===== config.mk =====
export PLATFORM = sky130hd
export DESIGN_NAME = sprite_rom_responder
export DESIGN_NICKNAME = d
export VERILOG_FILES = /design/src/rtl/sprite_pkg.sv /design/src/rtl/sprite_req_arbiter.sv /design/src/rtl/sprite_rom_responder.sv
export SDC_FILE = /design/constraint.sdc
export NUM_CORES = 1
export LEC_CHECK = 0
export CAP_MARGIN = 20
export CORE_ASPECT_RATIO = 1.5
export CORE_UTILIZATION = 40
export DETAILED_ROUTE_END_ITERATION = 8
export HOLD_SLACK_MARGIN = 0.06
export PLACE_DENSITY = 0.72
export SYNTH_ARGS = -nofsm -noshare
export SYNTH_HDL_FRONTEND = slang
export SYNTH_HIERARCHICAL = 1
export SYNTH_SLANG_ARGS = --single-unit
export TNS_END_PERCENT = 50

===== constraint.sdc =====
create_clock -name frame_Clk -period 3.87 [get_ports frame_Clk]
set_input_delay 1.161 -clock frame_Clk [delete_from_list [all_inputs] [get_ports frame_Clk]]
set_output_delay 1.161 -clock frame_Clk [all_outputs]
set_load 0.01 [all_outputs]

===== src/rtl/sprite_pkg.sv =====
// Shared sprite ROM constants and the response tag that travels alongside a ROM read.
package sprite_pkg;
  localparam int ADDR_W       = 16;
  localparam int PIX_W        = 5;
  localparam int ROM_DEPTH    = 41472;
  localparam int RIGHT_OFFSET = 0;
  localparam int LEFT_OFFSET  = 20736;
  localparam int STAGES       = 2;
  localparam logic [PIX_W-1:0] TRANSP_KEY = '0;

  typedef struct packed {
    logic       src;
    logic       in_range;
    logic [9:0] x;
    logic [9:0] y;
  } pix_tag_t;
endpackage


===== src/rtl/sprite_req_arbiter.sv =====
// Fixed-priority select between player and enemy requests; flags enemy requests lost to the player.
module sprite_req_arbiter (
  input  logic        player_req,
  input  logic [31:0] player_addr,
  input  logic        enemy_req,
  input  logic [31:0] enemy_addr,
  output logic        req,
  output logic        src,
  output logic [31:0] addr,
  output logic        drop
);
  always_comb begin
    req  = player_req | enemy_req;
    src  = ~player_req & enemy_req;
    addr = player_req ? player_addr : enemy_addr;
    drop = player_req & enemy_req;
  end
endmodule


===== src/rtl/sprite_rom_responder.sv =====
// Arbitrates sprite pixel requests onto one ROM port and returns a tagged palette index two edges later.
module sprite_rom_responder
  import sprite_pkg::*;
(
  input  logic              frame_Clk,
  input  logic              Reset,
  input  logic              player_req,
  input  logic [31:0]       player_addr,
  input  logic              enemy_req,
  input  logic [31:0]       enemy_addr,
  input  logic [9:0]        DrawX,
  input  logic [9:0]        DrawY,
  input  logic              frame_start,
  output logic [ADDR_W-1:0] rom_addr,
  output logic              rom_en,
  input  logic [PIX_W-1:0]  rom_data,
  output logic              pix_valid,
  output logic [PIX_W-1:0]  pix_index,
  output logic              pix_opaque,
  output logic              pix_src,
  output logic [9:0]        pix_x,
  output logic [9:0]        pix_y,
  output logic [15:0]       drop_count
);
  logic        req, src, drop, in_range;
  logic [31:0] sel_addr;

  sprite_req_arbiter u_arb (
    .player_req  (player_req),
    .player_addr (player_addr),
    .enemy_req   (enemy_req),
    .enemy_addr  (enemy_addr),
    .req         (req),
    .src         (src),
    .addr        (sel_addr),
    .drop        (drop)
  );

  // Range check on the full 32 bits so high garbage bits cannot alias into the ROM.
  assign in_range = sel_addr < 32'(ROM_DEPTH);

  // vld_pipe[0]: issued to ROM, [1]: ROM data registered, [2]: response captured.
  logic [STAGES:0] vld_pipe;
  pix_tag_t        tag_pipe [STAGES];

  assign pix_valid = vld_pipe[STAGES];

  always_ff @(posedge frame_Clk) begin
    if (Reset) begin
      vld_pipe    <= '0;
      tag_pipe[0] <= '0;
      tag_pipe[1] <= '0;
      rom_addr    <= '0;
      rom_en      <= 1'b0;
      pix_index   <= '0;
      pix_opaque  <= 1'b0;
      pix_src     <= 1'b0;
      pix_x       <= '0;
      pix_y       <= '0;
      drop_count  <= '0;
    end else begin
      vld_pipe <= {vld_pipe[STAGES-1:0], req};
      rom_en   <= req & in_range;
      if (req) begin
        rom_addr    <= in_range ? sel_addr[ADDR_W-1:0] : '0;
        tag_pipe[0] <= '{src: src, in_range: in_range, x: DrawX, y: DrawY};
      end
      tag_pipe[1] <= tag_pipe[0];

      if (vld_pipe[1]) begin
        pix_index  <= tag_pipe[1].in_range ? rom_data : TRANSP_KEY;
        pix_opaque <= tag_pipe[1].in_range && (rom_data != TRANSP_KEY);
        pix_src    <= tag_pipe[1].src;
        pix_x      <= tag_pipe[1].x;
        pix_y      <= tag_pipe[1].y;
      end

      // A drop on the frame_start edge counts as the first drop of the new frame.
      if (frame_start)
        drop_count <= {15'd0, drop};
      else if (drop && drop_count != 16'hFFFF)
        drop_count <= drop_count + 16'd1;
    end
  end
endmodule

==> summary by stage <==
Yosys
The count of flip-flops with a built-in enable after synthesis is 44. Sequential cells were found to cover 55.8% of the synthesized design area. The cell area that synthesis handed to floorplanning was 4630 um2. The flip-flop and latch count after synthesis is 107.

The number of distinct library cells after synthesis is 44. Synthesis handed over a netlist of 383 instances. Counting flops with an async set or reset pin after synthesis yields a share of 0%.

The Yosys step of the flow raised 6 warnings. Averaged over all synthesized cells, the footprint is 12.1 um2. The dominant register cell in the synthesized netlist is dfxtp_1.

Pwr
The power per cell area is 355 nW/um2. Summed over all nets, the switching power comes to 0.513 mW. The worst vdd rail ir drop is 0.000262 V. The clock network power share is 36.3%. The analysis attributes to cell leakage a power of 2.45 nW. In this run, the combinational gates consume between 10% and 20% of the power. Net switching is 21.9% of the power.

Sequential cells account for a little over half of the total power. The design internal power is 1.83 mW.

Critical path
Traced cell by cell, the critical path runs through buf_2 -> buf_4 -> mux2_4 -> nor4_1 -> o21ai_1 -> nor4_4 -> buf_4 -> a22o_1. In this run the worst path has a maximum fanout of 19. The highest-delay cell along the critical path is nor4_1. The cell repeated most along the worst path is buf_4. STA puts the critical path data required time at around 4.2 ns. The data arrival time of the worst path is approximately 3.4 ns. On the worst path, the slowest cell contributes a delay of 0.43 ns.

Counting cells, the worst reg-to-reg path comes to 5. The setup path with the least slack is of type in2reg. The worst register-to-register path ends at drop_count[9]$_SDFFE_PP0P_.

The launch point of the worst reg-to-reg path is drop_count[0]$_SDFFE_PP0P_. The worst setup path is captured at a flip-flop. For flop-to-flop paths, the worst setup slack is 1.82 ns.

The category of the worst setup path launch point is a primary input.

CTS
The clock edge transition at the registers on the reported setup and hold paths is ~0.07 ns. Post-CTS repair changed the size of 0 cells. The cell at the root of the clock tree is clkbuf_16. The clock reaches the later pin of the worst-skew pair after approximately 0.34 ns. The H-tree generated during clock tree synthesis spans 3 levels. In this run the post-CTS setup repair buffer count came out at 0. The total clock buffers created by CTS is 9. The number of sinks on the clock net is 107. Counting along the longest clock path gives a buffer depth of 2.

The clock tree from TritonCTS is built. Hold repair after CTS inserted 0 buffers.

Route
The post-detailed-route DRC marker count is 0. The detail route stage leaves a number of antenna-violating nets equal to 0. The DRC marker count from the first detailed-route iteration is 95.

The detailed route wirelength on metal2 is 5290 um. The met3 wirelength from detailed routing is 456 um. Dividing the detail-routed wire length by the instance count gives 13.6 um. The total routed wirelength is 9650 um. The met1 routed wirelength after detailed routing is 3690 um. The first detailed-routing pass ran for 4 iterations. Detailed routing inserted a total of 3408 vias. The top layer reached by signal wires is met4.

After detailed routing, the number of vias per cell comes to ~4.8.

Timing
The transition at the pin with the smallest max-transition slack is 0.866 ns. Counting I/O delays and the setup requirement, the final critical path takes 3.09 ns. Setup repair after global routing left no endpoint under its margin. Adding up every negative setup slack in the final design gives 0 ns. The worst pin sits at a relative slew slack of 42.2%. After layout, the worst path uses 79.8% of the clock period. The total count of max-transition violations in the final report is 0. For the final database, setup skew stands at between 0.004 and 0.005 ns. Final hold analysis gives a worst-case slack of 0.446 ns. The final hold violation count is 0. The highest clock frequency the design can meet is 324 MHz.

Setup violations remaining at the end of the flow were counted as 0.

Hold path
The path with the worst hold slack has its endpoint at vld_pipe[1]$_SDFF_PP0_. The worst hold path depth is 1. The min-delay analysis places its worst path in the category reg2reg. The critical hold path startpoint is vld_pipe[0]$_SDFF_PP0_.

Finish
Relative to the synthesized area, the layout overhead comes to 42.6%. The final design area excluding fillers is 6600 um2. The post-layout net count is 650. The utilization after layout is 59.1%. In the final layout, the share of cells above drive strength 1 is 11.4%. Fill cells in the final layout number 961. 0 antenna diodes ended up in the layout.

The sequential cell area is 2580 um2. In the final layout, the multi-input gates occupy 1960 um2.

Global route
The number of global-route vias before repair is between 3k and 4k. In the global route stage, overall resource usage came out at 16.7%. The first global-routing pass estimated ~16000 um of wire. The maximum number of pins on one net before global-route repair is 75. The total overflow left after global routing is 0. The number of antenna violations at the first check in global routing came to 0.

Floorplan
The core outline area is roughly 11000 um2. The die extent in x is 89.8 um. For this configuration, the core starts out at a cell density of 41.4%.

The die area is about 12000 um2. The number of standard-cell rows in the floorplan is between 40 and 50. The number of primary I/O pins is about 160. The floorplan step set the die height to 134 um.

Placement
The number of port buffers is 154. After detailed placement, the total cell area comes to 6320 um2. The detailed placement HPWL is 7230 um. The congestion estimate from routability-driven global placement came to a little under 0.8.

Status
The flow ran to the end, and the final reports show no timing, DRC or antenna violations.

Flow run
Across the run, the number of max-cap violations was 0.
[registers in the layout (all words and copies together) (netlist names)]
register / count
vld_pipe: 3
rom_addr: 16
pix_x: 10
drop_count: 16
pix_index: 5
tag_pipe: 44
pix_opaque: 1
pix_y: 10
rom_en: 1
pix_src: 1
[logic make-up after synthesis]
family / after synthesis / synth area share, %
AND/OR/NAND/NOR: 137 / 16.8
flip-flops: 107 / 55.8
AO/OA/AOI/OAI: 57 / 8.76
multiplexers: 53 / 14.5
buffers and inverters: 26 / 3.60
adder cells (fa/ha/maj): 1 / 0.270
other: 1 / 0.0810
XOR/XNOR: 1 / 0.189
[layout make-up]
class,count,area share [%]
Clock inverter,6,0.739
Clock buffer,10,3.47
Multi-Input combinational cell,271,29.6
Tap cell,147,2.79
Timing Repair Buffer,160,23.9
Inverter,6,0.341
Sequential cell,107,39.1
[layout by cell type, fill, tap and decap left out, types with 6 or more instances in the layout]
master and n:
mux2_4 27, clkdlybuf4s50_1 152, nor2b_1 45, inv_1 6, dfxtp_1 63, a21oi_1 13
or3_1 8, nor4_1 6, conb_1 22, clkbuf_16 9, nand2_1 11, nand4_1 6
nor2_1 36, mux2i_1 21, buf_4 6, a22o_1 15, edfxtp_1 44
[how the worst max path moves through the flow]
stage,from,end,slack [ns],cells after the start
after floorplan,player_req,tag_pipe[0][0]$_SDFFCE_PN0P_,0.80,6
after global placement,player_req,rom_addr[11]$_SDFFE_PP0P_,0.52,8
after detailed placement,player_req,rom_addr[6]$_SDFFE_PP0P_,0.43,8
after CTS,player_req,rom_addr[12]$_SDFFE_PP0P_,0.78,8
after global routing,player_req,rom_addr[12]$_SDFFE_PP0P_,0.58,8
final,player_req,rom_addr[12]$_SDFFE_PP0P_,0.78,8
[synthesized netlist by cell type, types with 6 or more instances]
library cell / instances / area (um2)
clkbuf_1: 11 / 41.3
nor4_1: 6 / 37.5
nand2_1: 11 / 41.3
a22o_1: 15 / 131
dfxtp_1: 63 / 1260
mux2i_1: 21 / 210
or3_1: 8 / 50.1
inv_1: 6 / 22.5
mux2_4: 27 / 405
nor2b_1: 45 / 282
edfxtp_1: 44 / 1320
nor2_1: 36 / 135
nand4_1: 6 / 37.5
a21oi_1: 13 / 65.1
[per-stage QoR]
step	setup WS [ns]	instances	total power, mW
4_1_cts	0.779	707	2.38
6_report	0.782	707	2.34
3_5_place_dp	0.434	691	1.52
2_1_floorplan	0.799	404	1.39
5_1_grt	0.580	707	2.44
3_3_place_gp	0.516	691	1.51
[critical path: cells and delay by family]
kind | cells | cell delay [ns]
buf+inv | 3 | 0.93
simple gates | 2 | 0.59
compound gates | 2 | 0.34
mux | 1 | 0.33
[power by group through the flow]
| stage | logic (mW) | registers [mW] | clock network [mW] |
|---|---|---|---|
| after detailed placement | 0.263 | 1.26 | 0 |
| after CTS | 0.264 | 1.23 | 0.881 |
| final | 0.261 | 1.23 | 0.851 |
| after floorplan | 0.130 | 1.26 | 0 |
| after global placement | 0.257 | 1.26 | 0 |
| after global routing | 0.282 | 1.24 | 0.916 |
[per-layer routing]
layer | vias to the layer above | global-route usage, %
met5 | - | 0
met4 | 0 | 7.38
met3 | 12 | 3.48
li1 | 1713 | -
met1 | 1579 | 17.6
met2 | 104 | 31.5
Power figures use the tool's default switching activity.
